[src/rtl/minrv32_mem_pkg.sv]
// Shared types and constants for the minrv32 native memory port arbiter.
package minrv32_mem_pkg;

  // Arbiter FSM: idle, or serving requester 0 / requester 1.
  typedef enum logic [1:0] {
    IDLE  = 2'd0,
    BUSY0 = 2'd1,
    BUSY1 = 2'd2
  } arb_state_t;

  // One native-port request as latched at grant time.
  typedef struct packed {
    logic        instr;
    logic [31:0] addr;
    logic [31:0] wdata;
    logic [3:0]  wstrb;
  } mem_req_t;

  // All-zero strobes mark a read.
  localparam logic [3:0] MEM_READ_STRB = 4'b0000;

  // Value held on the downstream request bus after reset.
  localparam mem_req_t MEM_REQ_NONE = '{
    instr: 1'b0,
    addr:  32'h0000_0000,
    wdata: 32'h0000_0000,
    wstrb: MEM_READ_STRB
  };

  // Bundle one requester's loose ports into a request record.
  function automatic mem_req_t pack_req(
    input logic        instr,
    input logic [31:0] addr,
    input logic [31:0] wdata,
    input logic [3:0]  wstrb
  );
    mem_req_t r;
    r.instr = instr;
    r.addr  = addr;
    r.wdata = wdata;
    r.wstrb = wstrb;
    return r;
  endfunction

endpackage

[src/rtl/mem_arb_timer.sv]
// Wait-state counter for a granted transaction. expired is raised while the
// count sits on the last allowed cycle (TIMEOUT-1); it never rises when
// TIMEOUT is 0.
module mem_arb_timer
  import minrv32_mem_pkg::*;
#(
  parameter int unsigned TIMEOUT = 255,
  parameter int unsigned TW      = 8
) (
  input  logic clk,
  input  logic resetn,
  input  logic clr,
  input  logic en,
  output logic expired
);

  logic [TW-1:0] count_q;
  logic [TW-1:0] count_d;

  // Next count: clear wins over enable; counting is off when TIMEOUT is 0.
  always_comb begin
    count_d = count_q;
    if (clr) begin
      count_d = '0;
    end else if (en && (TIMEOUT != 32'd0)) begin
      count_d = count_q + TW'(1);
    end else begin
      count_d = count_q;
    end
  end

  // Counter register with synchronous active-low reset.
  always_ff @(posedge clk) begin
    if (!resetn) begin
      count_q <= '0;
    end else begin
      count_q <= count_d;
    end
  end

  generate
    if (TIMEOUT == 32'd0) begin : g_no_timeout
      assign expired = 1'b0;
    end else begin : g_timeout
      localparam logic [TW-1:0] LAST_CYCLE = TW'(TIMEOUT - 32'd1);
      assign expired = (count_q == LAST_CYCLE);
    end
  endgenerate

endmodule

[src/rtl/mem_port_arbiter.sv]
// Two-requester arbiter in front of one minrv32 native memory port.
// m0 is the core, m1 a secondary master (DMA/debug). The winning request is
// latched and held on mem_* until mem_ready or a wait-state timeout; the
// response is steered back combinationally, adding no latency.
module mem_port_arbiter
  import minrv32_mem_pkg::*;
#(
  parameter int unsigned FIXED_PRIO = 0,
  parameter int unsigned TIMEOUT    = 255,
  parameter int unsigned TW         = 8
) (
  input  logic        clk,
  input  logic        resetn,

  input  logic        m0_valid,
  input  logic        m0_instr,
  input  logic [31:0] m0_addr,
  input  logic [31:0] m0_wdata,
  input  logic [3:0]  m0_wstrb,
  output logic        m0_ready,
  output logic        m0_err,
  output logic [31:0] m0_rdata,

  input  logic        m1_valid,
  input  logic        m1_instr,
  input  logic [31:0] m1_addr,
  input  logic [31:0] m1_wdata,
  input  logic [3:0]  m1_wstrb,
  output logic        m1_ready,
  output logic        m1_err,
  output logic [31:0] m1_rdata,

  output logic        mem_valid,
  output logic        mem_instr,
  output logic [31:0] mem_addr,
  output logic [31:0] mem_wdata,
  output logic [3:0]  mem_wstrb,
  input  logic        mem_ready,
  input  logic [31:0] mem_rdata
);

  arb_state_t state_q;
  arb_state_t state_d;
  logic       last_grant_q;   // 0 = m0 was granted last, 1 = m1
  logic       last_grant_d;
  mem_req_t   req_q;
  mem_req_t   req_d;
  logic       mem_valid_q;
  logic       mem_valid_d;

  logic in_busy;
  logic live_busy;
  logic grant_m0;
  logic rsp_ok;
  logic rsp_tmo;
  logic xfer_done;
  logic tmr_expired;

  // In a tie, m0 wins under fixed priority or when m1 had the last grant.
  always_comb begin
    grant_m0 = 1'b0;
    if (m0_valid) begin
      grant_m0 = !m1_valid || (FIXED_PRIO != 32'd0) || last_grant_q;
    end else begin
      grant_m0 = 1'b0;
    end
  end

  // Completion decode. Responses are suppressed while reset is asserted so an
  // aborted transaction never reports ready or err. mem_ready wins over a
  // coincident timeout.
  always_comb begin
    in_busy   = (state_q == BUSY0) || (state_q == BUSY1);
    live_busy = in_busy && resetn && mem_valid_q;
    rsp_ok    = live_busy && mem_ready;
    rsp_tmo   = live_busy && !mem_ready && tmr_expired;
    xfer_done = rsp_ok || rsp_tmo;
  end

  mem_arb_timer #(
    .TIMEOUT (TIMEOUT),
    .TW      (TW)
  ) u_timer (
    .clk     (clk),
    .resetn  (resetn),
    .clr     (!in_busy),
    .en      (in_busy && !mem_ready),
    .expired (tmr_expired)
  );

  // Arbitration and transaction tracking.
  always_comb begin
    state_d      = state_q;
    last_grant_d = last_grant_q;
    req_d        = req_q;
    mem_valid_d  = mem_valid_q;
    case (state_q)
      IDLE: begin
        if (grant_m0) begin
          state_d      = BUSY0;
          last_grant_d = 1'b0;
          req_d        = pack_req(m0_instr, m0_addr, m0_wdata, m0_wstrb);
          mem_valid_d  = 1'b1;
        end else if (m1_valid) begin
          state_d      = BUSY1;
          last_grant_d = 1'b1;
          req_d        = pack_req(m1_instr, m1_addr, m1_wdata, m1_wstrb);
          mem_valid_d  = 1'b1;
        end else begin
          state_d     = IDLE;
          mem_valid_d = 1'b0;
        end
      end
      BUSY0, BUSY1: begin
        if (xfer_done) begin
          state_d     = IDLE;
          mem_valid_d = 1'b0;
        end else begin
          state_d     = state_q;
          mem_valid_d = 1'b1;
        end
      end
      default: begin
        state_d     = IDLE;
        mem_valid_d = 1'b0;
      end
    endcase
  end

  // State, grant history and the latched downstream request.
  always_ff @(posedge clk) begin
    if (!resetn) begin
      state_q      <= IDLE;
      last_grant_q <= 1'b1;
      req_q        <= MEM_REQ_NONE;
      mem_valid_q  <= 1'b0;
    end else begin
      state_q      <= state_d;
      last_grant_q <= last_grant_d;
      req_q        <= req_d;
      mem_valid_q  <= mem_valid_d;
    end
  end

  assign mem_valid = mem_valid_q;
  assign mem_instr = req_q.instr;
  assign mem_addr  = req_q.addr;
  assign mem_wdata = req_q.wdata;
  assign mem_wstrb = req_q.wstrb;

  // Steer the response to the granted requester only; timeouts return zero data.
  always_comb begin
    m0_ready = 1'b0;
    m0_err   = 1'b0;
    m0_rdata = 32'h0000_0000;
    m1_ready = 1'b0;
    m1_err   = 1'b0;
    m1_rdata = 32'h0000_0000;
    if (state_q == BUSY0) begin
      m0_ready = xfer_done;
      m0_err   = rsp_tmo;
      m0_rdata = rsp_ok ? mem_rdata : 32'h0000_0000;
    end else if (state_q == BUSY1) begin
      m1_ready = xfer_done;
      m1_err   = rsp_tmo;
      m1_rdata = rsp_ok ? mem_rdata : 32'h0000_0000;
    end else begin
      m0_ready = 1'b0;
      m1_ready = 1'b0;
    end
  end

endmodule

[config.mk]
export PLATFORM = sky130hd
export DESIGN_NAME = mem_port_arbiter
export DESIGN_NICKNAME = d
export VERILOG_FILES = /design/src/rtl/minrv32_mem_pkg.sv /design/src/rtl/mem_arb_timer.sv /design/src/rtl/mem_port_arbiter.sv
export SDC_FILE = /design/constraint.sdc
export NUM_CORES = 1
export LEC_CHECK = 0
export ABC_AREA = 1
export BUFFER_PORTS_ARGS = -buffer_cell sky130_fd_sc_hd__buf_2
export CAP_MARGIN = 20
export CORE_ASPECT_RATIO = 0.5
export CORE_MARGIN = 2
export CORE_UTILIZATION = 35
export DETAILED_ROUTE_END_ITERATION = 6
export PLACE_DENSITY = 0.73
export SYNTH_ARGS = -nofsm -noshare
export SYNTH_HDL_FRONTEND = slang
export SYNTH_SLANG_ARGS = --single-unit
[constraint.sdc]
create_clock -name clk -period 1.5 [get_ports clk]
set_input_delay 0.15 -clock clk [delete_from_list [all_inputs] [get_ports clk]]
set_output_delay 0.15 -clock clk [all_outputs]
set_load 0.01 [all_outputs]
Yosys cells after proc, flatten, opt, wreduce, memory -nomap -nowiden. Cells that the tools add are included.

$add $sub $neg: 1. Multiply operators: 0. Div/mod/pow operators: 0. Order comparisons: 0. Equal/unequal tests: 4. Shift operators: 0. Mux-type cells: 23. Bitwise gates (word level): 0. Reduce and logical (&&, ||, !) cells: 16.

Operators with widths (count): $mux W69 (2); $mux W32 (4); $mux W1 (12); $add A8 B1 Y8 const B (1); $eq A8 B8 Y1 const B (1); $logic_and A1 B1 Y1 (6); $mux W2 (3); $pmux W2 S2 (1); $reduce_and A2 Y1 (2); $logic_or A1 B1 Y1 (3); $eq A2 B1 Y1 const B (1); $eq A2 B2 Y1 const B (1); $logic_not A1 Y1 (2); $logic_not A2 Y1 (1); $ne A2 B2 Y1 const B (1); $pmux W1 S2 (1); $reduce_bool A2 Y1 (1); $reduce_or A2 Y1 (1).

Register bits after elaboration: 81. Latch bits: 0. Bits in writable memories: 0. ROM bits: 0. Input bits: 175. Output and inout bits: 138. Word-level logic and storage cells: 52. Memories: 0.

Depth between registers and ports, before layout. Gate-level depths: netlist (run 1).

Depth after elaboration: 9. Depth in mapped cells: 10. Mapped depth without buffers: 9.

Cells and area by module. Synthesis (run 1) repeated with hierarchy kept, for this count alone.

Cell total of the unflattened synthesis: 805. Area total of the unflattened synthesis: 4860.9 um^2.

Modules (own cells, without submodules): mem_port_arbiter (instances 1, cells an instance 752, area an instance 4485.6 um^2, sequential area each 1461.4 um^2); mem_arb_timer (instances 1, cells an instance 53, area an instance 375.4 um^2, sequential area each 160.2 um^2).

Worst setup path after synthesis (run 1). OpenSTA, ideal clock, no wires.

Path type: register to output. Start: register state_q[0]. End: output m0_rdata[1]. Arrival time: 1.568 ns. Data required time: 1.350 ns. Slack: -0.218 ns. Cell stages (with the launch flop): 9. Path buffers: 2. Cells stage by stage: dfxtp_1 -> inv_1 -> ha_1 -> nand2_1 -> nor2_2 -> nand2_1 -> buf_6 -> buf_6 -> nor3_1.

Longest elaborated chain between the ends: 7. Elaborated cells on any way between the ends: 8. Classes of those cells: eq/ne: 2; mux: 2; reduce/logical: 4.

RTL lines: start, declared (RTL line mem_port_arbiter.sv:42) `arb_state_t state_q;`; start signal, assigned (RTL line mem_port_arbiter.sv:138) `state_q <= state_d;`; $eq A2 B1 Y1 or $eq A2 B2 Y1 (tied branches) (RTL line mem_port_arbiter.sv:73, mem_port_arbiter.sv:159); $logic_or A1 B1 Y1 (RTL line mem_port_arbiter.sv:73) `in_busy = (state_q == BUSY0) || (state_q == BUSY1);`; $logic_and A1 B1 Y1 (2 in series) (RTL line mem_port_arbiter.sv:74) `live_busy = in_busy && resetn && mem_valid_q;`; $logic_and A1 B1 Y1 (RTL line mem_port_arbiter.sv:75) `rsp_ok = live_busy && mem_ready;`; $mux W32 (RTL line mem_port_arbiter.sv:162) `m0_rdata = rsp_ok ? mem_rdata : 32'h0000_0000;`; $mux W32 * (RTL line mem_port_arbiter.sv:159) `if (state_q == BUSY0) begin`; end, declared (RTL line mem_port_arbiter.sv:22) `output logic [31:0] m0_rdata,`.

Mark *: on every way between the ends. The rest lies on a longest branch, timed or not.

Worst setup path after layout (run 1).
Start: register state_q[1]. End: output m0_rdata[28].

Same word-level chain as after synthesis.

==> impl_summary.md, run 1 <==
Yosys
The mean post-synth cell area is 6.16 µm². The top cell type's share of synthesized area is between 30% and 40%. The cell type with the highest aggregate area in the netlist is dfxtp_1. Yosys mapped the design onto 27 distinct sky130hd cell types. The number of synthesis warnings is 0. In this run, synthesis produced a sequential element count of just over 80. The share of the yosys chip area belonging to registers is 36.3%.

The total nets after synthesis is 907. The cell area after synthesis is about 4500 µm². The cell count after synthesis is between 700 and 800.

After synthesis, the cell types taking the most area are dfxtp_1 36%, nand2_1 19%, nor2_1 13%.

Layout
The number of antenna diodes in the final layout is 0. The post-route non-filler standard cell count is about 1,200. The area growth from synthesis to layout is 59.9%.

The number of nets in the final layout is ~1,200. With fillers left out, the area of the finished cells amounts to about 7100 µm². The final core utilization is between 50% and 60%. The post-route netlist has 42.9% of its cells at a drive strength greater than 1. The number of filler instances in the final layout is about 1,200. The top cell types in the final layout, fill and taps aside, are 312 x buf_2, 224 x nand2_1, 149 x nor2_1.

The leading cell type in the layout, fill and taps excluded is buf_2.

Critical path
STA classifies the critical path startpoint as a flop. Data on the critical path is required at its endpoint by between 1 and 1.5 ns. The arrival time at the worst endpoint is between 1.5 and 2 ns.

The critical path is of the reg -> out type. The category of the worst setup path capture point is an output port. The top fanout value on the critical path is 5.

Timing
After layout, the worst path uses 131% of the clock period. The total count of max-transition violations in the final report was 0. The final worst-path setup slack is -0.469 ns. The total count of hold-check failures in the final report is 0. The remaining max-slew budget at the tightest pin is 57.5%. Setup violations remaining at the end of the flow were counted as 70. The slew at the pin closest to its max-slew limit is 0.637 ns.

The time the final worst path needs with I/O delays and setup is between 1.5 and 2 ns. The highest attainable clock frequency is around 510 MHz. Setup repair after global routing could not meet its margin everywhere.

The setup total negative slack is -27.93 ns. The clock arrives with roughly 0.0096 ns of skew.

Routing
The via count normalized by instance count is roughly 4.6. The number of detailed-route iterations in the first pass is 5. After detailed routing, the total wire length is approximately 15,000 µm. The wire length per cell is between 10 and 15 µm.

The detail route stage leaves a number of antenna-violating nets equal to 0. The violation count after the first detailed-route iteration is 342. For this run, design rule violations remaining after detail routing come to 0. The total number of vias is 5,624.

Placement
In this run the cell area measured after placement is roughly 6700 µm². Routability-driven placement finished with a final weighted congestion of 0.936. After legalization and detailed placement, the total HPWL measured approximately 11,000 µm. The count of buffers added on input and output ports is ~310. The cell count after placement is 1,191.

Outcome
The final reports fail on setup timing. The flow ran to the end, but the final reports show violations.

Clocking
No sink is reached through more buffers than the 2 on the longest clock path. After clock tree synthesis, the clock-pin slew on the worst setup and hold paths is approximately 0.06 ns. The clock buffer count from CTS is 9. The root buffer cell chosen for the clock tree is clkbuf_16. The number of H-tree branching levels is 3. At the later pin of the worst-skew pair, clock insertion delay measures 0.33 ns. The tree built by TritonCTS fans out to 81 sinks. The CTS tree is yes.

Floorplanning
The core outline area is 12,600 µm². In this run the vertical extent of the chip is between 80 and 90 µm. The overall die area is 13,700 µm². The horizontal die dimension is ~160 µm. The starting utilization of the core area is between 30% and 40%. During I/O placement, the number of pins put on the boundary was about 310. The floorplan row count is 29.

Power
The leakage power summed over all cells is roughly 4 nW. The design draws ~10 mW. Across the VDD grid, the largest voltage drop is between 0.7 and 0.8 mV. Power spread over the standard cell area amounts to 1400 nW/µm².

Global routing
Entering global routing, the biggest net connects 74 pins. The number of antenna violations at the first check in global routing is 0. Global routing finished with a remaining overflow of 0.

The overall routing resource usage is a little over a fifth. The via count of the first global-routing pass is 5,249. The first global-routing pass estimated roughly 24,000 µm of wire.

Flow run
The max-cap violation count is 0.

Min path
The type of the most critical hold path is in -> reg.
-- power by group --
part / total (mW) / switching (mW) / internal, mW
Sequential: 3.04 / 0.271 / 2.76
Clock: 2.36 / 0.857 / 1.51
Combinational: 4.57 / 2.77 / 1.80
-- cells in the mapped netlist --
| cell | number |
|---|---|
| nand2_2 | 2 |
| buf_4 | 8 |
| ha_1 | 6 |
| inv_2 | 1 |
| nor2_2 | 1 |
| nand4_1 | 1 |
| nor3_2 | 9 |
| clkbuf_2 | 1 |
| a21oi_1 | 6 |
| buf_2 | 21 |
| clkbuf_1 | 10 |
| clkinv_1 | 1 |
| nand2_1 | 228 |
| dfxtp_1 | 81 |
| buf_6 | 7 |
| nor2_1 | 153 |
| nor3_1 | 56 |
| a31oi_1 | 1 |
| o211ai_1 | 1 |
| and2_1 | 1 |
| nand3_1 | 4 |
| nand2_4 | 1 |
| inv_4 | 1 |
| and3_1 | 1 |
| buf_1 | 2 |
| o21ai_0 | 75 |
| inv_1 | 47 |
-- worst paths after layout --
| path | from | slack, ns | endpoint | cells after the start |
|---|---|---|---|---|
| worst min-delay path | m0_addr[16] | 0.13 | mem_addr[16]$_SDFFE_PN0P_ | 5 |
| worst max register to register | state_q[1]$_SDFFE_PN0P_ | -0.05 | state_q[1]$_SDFFE_PN0P_ | 10 |
| worst min register to register | u_timer.count_q[2]$_SDFFE_PP0P_ | 0.49 | u_timer.count_q[2]$_SDFFE_PP0P_ | 2 |
| worst max-delay path | state_q[1]$_SDFFE_PN0P_ | -0.47 | m0_rdata[28] | 9 |
-- layout make-up --
cell class / count / area [µm²] / share of cell area (%)
inverter: 50 / 190 / 2.66
timing repair buffer: 349 / 2010 / 28.2
tap: 170 / 213 / 2.98
clock inverter: 4 / 76.3 / 1.07
multi-input combinational: 547 / 2790 / 39.0
clock buffer: 12 / 246 / 3.45
sequential: 81 / 1620 / 22.7
-- flip-flops by register name, indices dropped and copies added, names as in the netlist --
signal / flops
mem_instr: 1
state_q: 2
mem_addr: 32
u_timer.count_q: 8
mem_wdata: 32
mem_wstrb: 4
mem_valid: 1
last_grant_q: 1
-- through the flow --
stage	hold WS, ns	worst slack (ns)
after global routing	0.142	-0.574
after CTS	0.118	-0.459
after floorplan	0.313	-0.0247
after global placement	0.462	-0.0691
final	0.133	-0.469
after detailed placement	0.475	-0.148
-- layer usage --
layer	global-route usage [%]	vias to the layer above	wire length (µm)
li1	-	2876	-
met3	4.57	39	979
met4	8.05	0	440
met1	24.1	2489	5950
met5	0	-	0
met2	37.9	220	7310
-- cell families (layout without fill, tap and decap cells) --
logic type               count (synthesis)  after routing  synth area share [%]
adder cells (fa/ha/maj)                  6              6                  1.68
buffers and inverters                   99            415                  10.8
AO/OA/AOI/OAI                           83             83                  9.38
flip-flops                              81             81                  36.3
AND/OR/NAND/NOR                        457            458                  41.8
-- critical path: stages, from the launching register on --
cell and delay (ns):
dfxtp_2 0.33, inv_2 0.05, ha_4 0.28, nand2_4 0.06, nor2_4 0.14, buf_4 0.13, nand2_2 0.09, buf_4 0.16
nor3_2 0.11, buf_2 0.15
-- what timing repair did --
item / in CTS / in global routing
hold buffers: 0 / 0
setup buffers: 3 / 1
gates resized for setup: 7 / 11
gates cloned: 2 / 0
setup endpoints to repair: 71 / 82
hold endpoints to repair: 0 / 0
pin swaps: 1 / 3
Note: power is estimated with default switching activity, not from simulation.
==> run 2, diff against run 1 <==
TNS_END_PERCENT = 10   (was not set)
==> impl_summary.md, run 2 (same netlist as run 1, synthesis figures left out) <==
Floorplanning
The vertical die dimension is ~84 µm. The region available for standard cell placement spans 12,600 µm². In this run the horizontal extent of the chip is between 150 and 200 µm.

The initial utilization of the core area, before any placement, comes to a little over a third. The initialized floorplan defines 29 standard-cell rows. The floorplan step defined a die boundary enclosing about 14,000 µm². In this run the count of I/O pins placed on the die edge is around 310.

Clocking
The root buffer cell is clkbuf_16. The hold-fix buffer count after cts is 0. The clock buffer count from CTS is 9. Clock latency on the worst-skew pair, taken at its later pin, is ~0.33 ns. The number of H-tree branching levels is 3. The number of buffers between clock root and the deepest sink is 2. Clock-pin slew was measured on the worst setup and hold paths at ~0.060 ns.

TritonCTS built the clock tree. Counting every sink on the clock net gives 81.

Outcome
The checks that failed: setup timing. The flow ran to the end, but the final reports show violations.

Critical path
The data required time at the worst endpoint is between 1 and 1.5 ns. The worst setup path is captured at an output port. The capturing point of the worst reg2reg path is u_timer.count_q[4]$_SDFFE_PP0P_. The endpoint of the most critical setup path is m0_rdata[2]. The most frequent cell on the critical path is nand2_4. Data arrives at the worst endpoint at ~1.8 ns. Along the worst path, the maximum fanout reaches 20. The startpoint-to-endpoint class of the critical path is reg -> out.

The worst stage delay on the critical path is between 0.3 and 0.4 ns. The number of cells on the worst reg-to-reg path is 10. The signal on the critical path passes through inv_2 -> ha_4 -> nand2_4 -> nor2_4 -> nand2_4 -> buf_12 -> nor3_4 -> buf_2. Tracing the worst setup path back leads to its startpoint at state_q[0]$_SDFFE_PN0P_. The launch instance of the worst register-to-register path is state_q[0]$_SDFFE_PN0P_. The highest-delay cell along the critical path is dfxtp_2. The startpoint type of the worst setup path is a flop. Setup slack on the worst reg-to-reg path comes out at around 0.02 ns.

Timing
The total count of hold-check failures in the final report is 0. The worst pin sits at a relative slew slack of between 50 and 60%. After routing, the total negative slack on setup checks comes to -23.88 ns. The total count of max-transition violations in the final report came to 0.

For the final database, setup skew stands at between 0.005 and 0.006 ns. The part of the cycle the worst path needs is 128%. The final worst-path setup slack is -0.413 ns.

Setup violations remaining at the end of the flow were counted as a little under 70. The highest attainable clock frequency is 523 MHz. Setup repair after global routing could not meet its margin everywhere. The slew at the pin closest to its max-slew limit is slightly above 0.6 ns. The smallest clock period supported by the final layout is computed as 1.91 ns.

Across all hold checks on the routed design, the worst slack comes to around 0.13 ns.

Global routing
The number of antenna violations at the first check in global routing is 1. The maximum number of pins on one net before global-route repair is 74. The overall routing resource usage is between 10% and 20%. The via count of the first global-routing pass is 4,907. The first-pass GRT wire length is 22,100 µm. The total congestion overflow after global routing is 0.

Layout
Of the cells placed in the final design, the portion with a size suffix greater than 1 is between 40% and 50%. The layout overhead on the synthesized area is 55.6%. The number of filler instances in the final layout is 1,199. Leaving out fill and tap cells, the most frequent cell in the layout is buf_2. The cell area after layout is between 6000 and 7000 µm². The finished layout holds roughly 1,200 standard cells, fillers aside. Summing all flip-flop and latch instances after layout gives between 1500 and 2000 µm². In the layout the commonest cells are 312 x buf_2, 225 x nand2_1, 148 x nor2_1. The antenna cell count is 0. The number of nets in the final layout is between 1,000 and 1,500. The multi-input combinational cells in the finished layout cover a total of approximately 2700 µm².

Power
The worst-case vdd ir drop is around 0.63 mV. The total power per unit cell area is 1370 nW/µm². The leakage power summed over all cells is slightly below 4 nW. Overall power consumption after layout is estimated at between 9 and 10 mW.

Min path
The type of the most critical hold path is in -> reg.

Routing
For this block, the initial DRC count from the detailed router was approximately 240. Across all layers, the routed design uses around 5,500 vias. The total wire length after detailed routing is roughly 14,000 µm.

In the routed design, unresolved DRC markers number 0. The via count normalized by instance count is 4.56. The number of detailed-route iterations in the first pass is 5. Once detail routing completed, the nets flagged for antenna violations numbered 0. After detailed routing, the average wire length per cell comes to 11.6 µm.

Placement
The routability congestion estimate is between 0.8 and 0.9. The sum of net half-perimeters after detailed placement is 10,700 µm. The cell count after placement is 1,183. The count of buffers added on input and output ports is 312. Summing all placed instances gives a cell area of between 6000 and 7000 µm².

Flow run
The tool flagged a number of max-cap violations equal to 0.
[run 2: changes by cell type in the layout (fill, tap and decap cells not counted), moves of 2 or more]
| cell | before | now |
|---|---|---|
| nand3_1 | 4 | 2 |
| buf_4 | 22 | 13 |
| nand2_2 | 5 | 2 |
| nor3_2 | 49 | 59 |
| clkinv_2 | 0 | 3 |
| nor3_4 | 14 | 4 |
| nor2_2 | 2 | 4 |
[run 2: stage by stage]
step           utilization (%)  setup WS (ns)
2_1_floorplan                -        -0.0247
3_3_place_gp              52.4        -0.0712
3_5_place_dp              52.4         -0.115
4_1_cts                   54.9         -0.435
5_1_grt                   55.4         -0.507
6_report                  55.4         -0.413
[run 2: where the power goes]
part,internal [mW],switching (mW)
Combinational,1.69,2.68
Sequential,2.76,0.269
Clock,1.29,0.828
[run 2: cell type report]
cell class / count / area share (%)
Multi-Input combinational cell: 546 / 39.3
Timing Repair Buffer: 338 / 27.3
Tap cell: 170 / 3.06
Inverter: 50 / 2.75
Clock inverter: 5 / 0.809
Clock buffer: 11 / 3.35
Sequential cell: 81 / 23.3
[run 2: how the worst min path moves through the flow]
stage,start,endpoint,cells past startpoint
2_1_floorplan,resetn,u_timer.count_q[6]$_SDFFE_PP0P_,2
3_3_place_gp,m0_addr[11],mem_addr[11]$_SDFFE_PN0P_,5
3_5_place_dp,m0_wdata[31],mem_wdata[31]$_SDFFE_PN0P_,5
4_1_cts,m0_addr[14],mem_addr[14]$_SDFFE_PN0P_,5
5_1_grt,m0_addr[22],mem_addr[22]$_SDFFE_PN0P_,5
6_report,m0_addr[14],mem_addr[14]$_SDFFE_PN0P_,5
[run 2: timing repair]
item | 4_1_cts | 5_1_grt
buffers inserted | 0 | 2
pin swaps | 1 | 2
gates resized for setup | 7 | 11
endpoints found under the setup margin | 70 | 74
[run 2: routing by layer]
layer  part of all wire [%]  GRT usage (%)  vias to the layer above
li1                       -              -                     2854
met1                     41           22.0                     2454
met2                     52           37.1                      150
met3                    5.3           4.22                       18
met4                    1.3           5.10                        2
met5                  0.079              0                        -
[run 2: worst max-delay path, delay by kind of cell, from the launching register on]
kind	cells	cell delay, ns
DFF	1	0.33
buffers and inverters	3	0.39
adders and majority gates	1	0.27
and+or+nand+nor	4	0.45
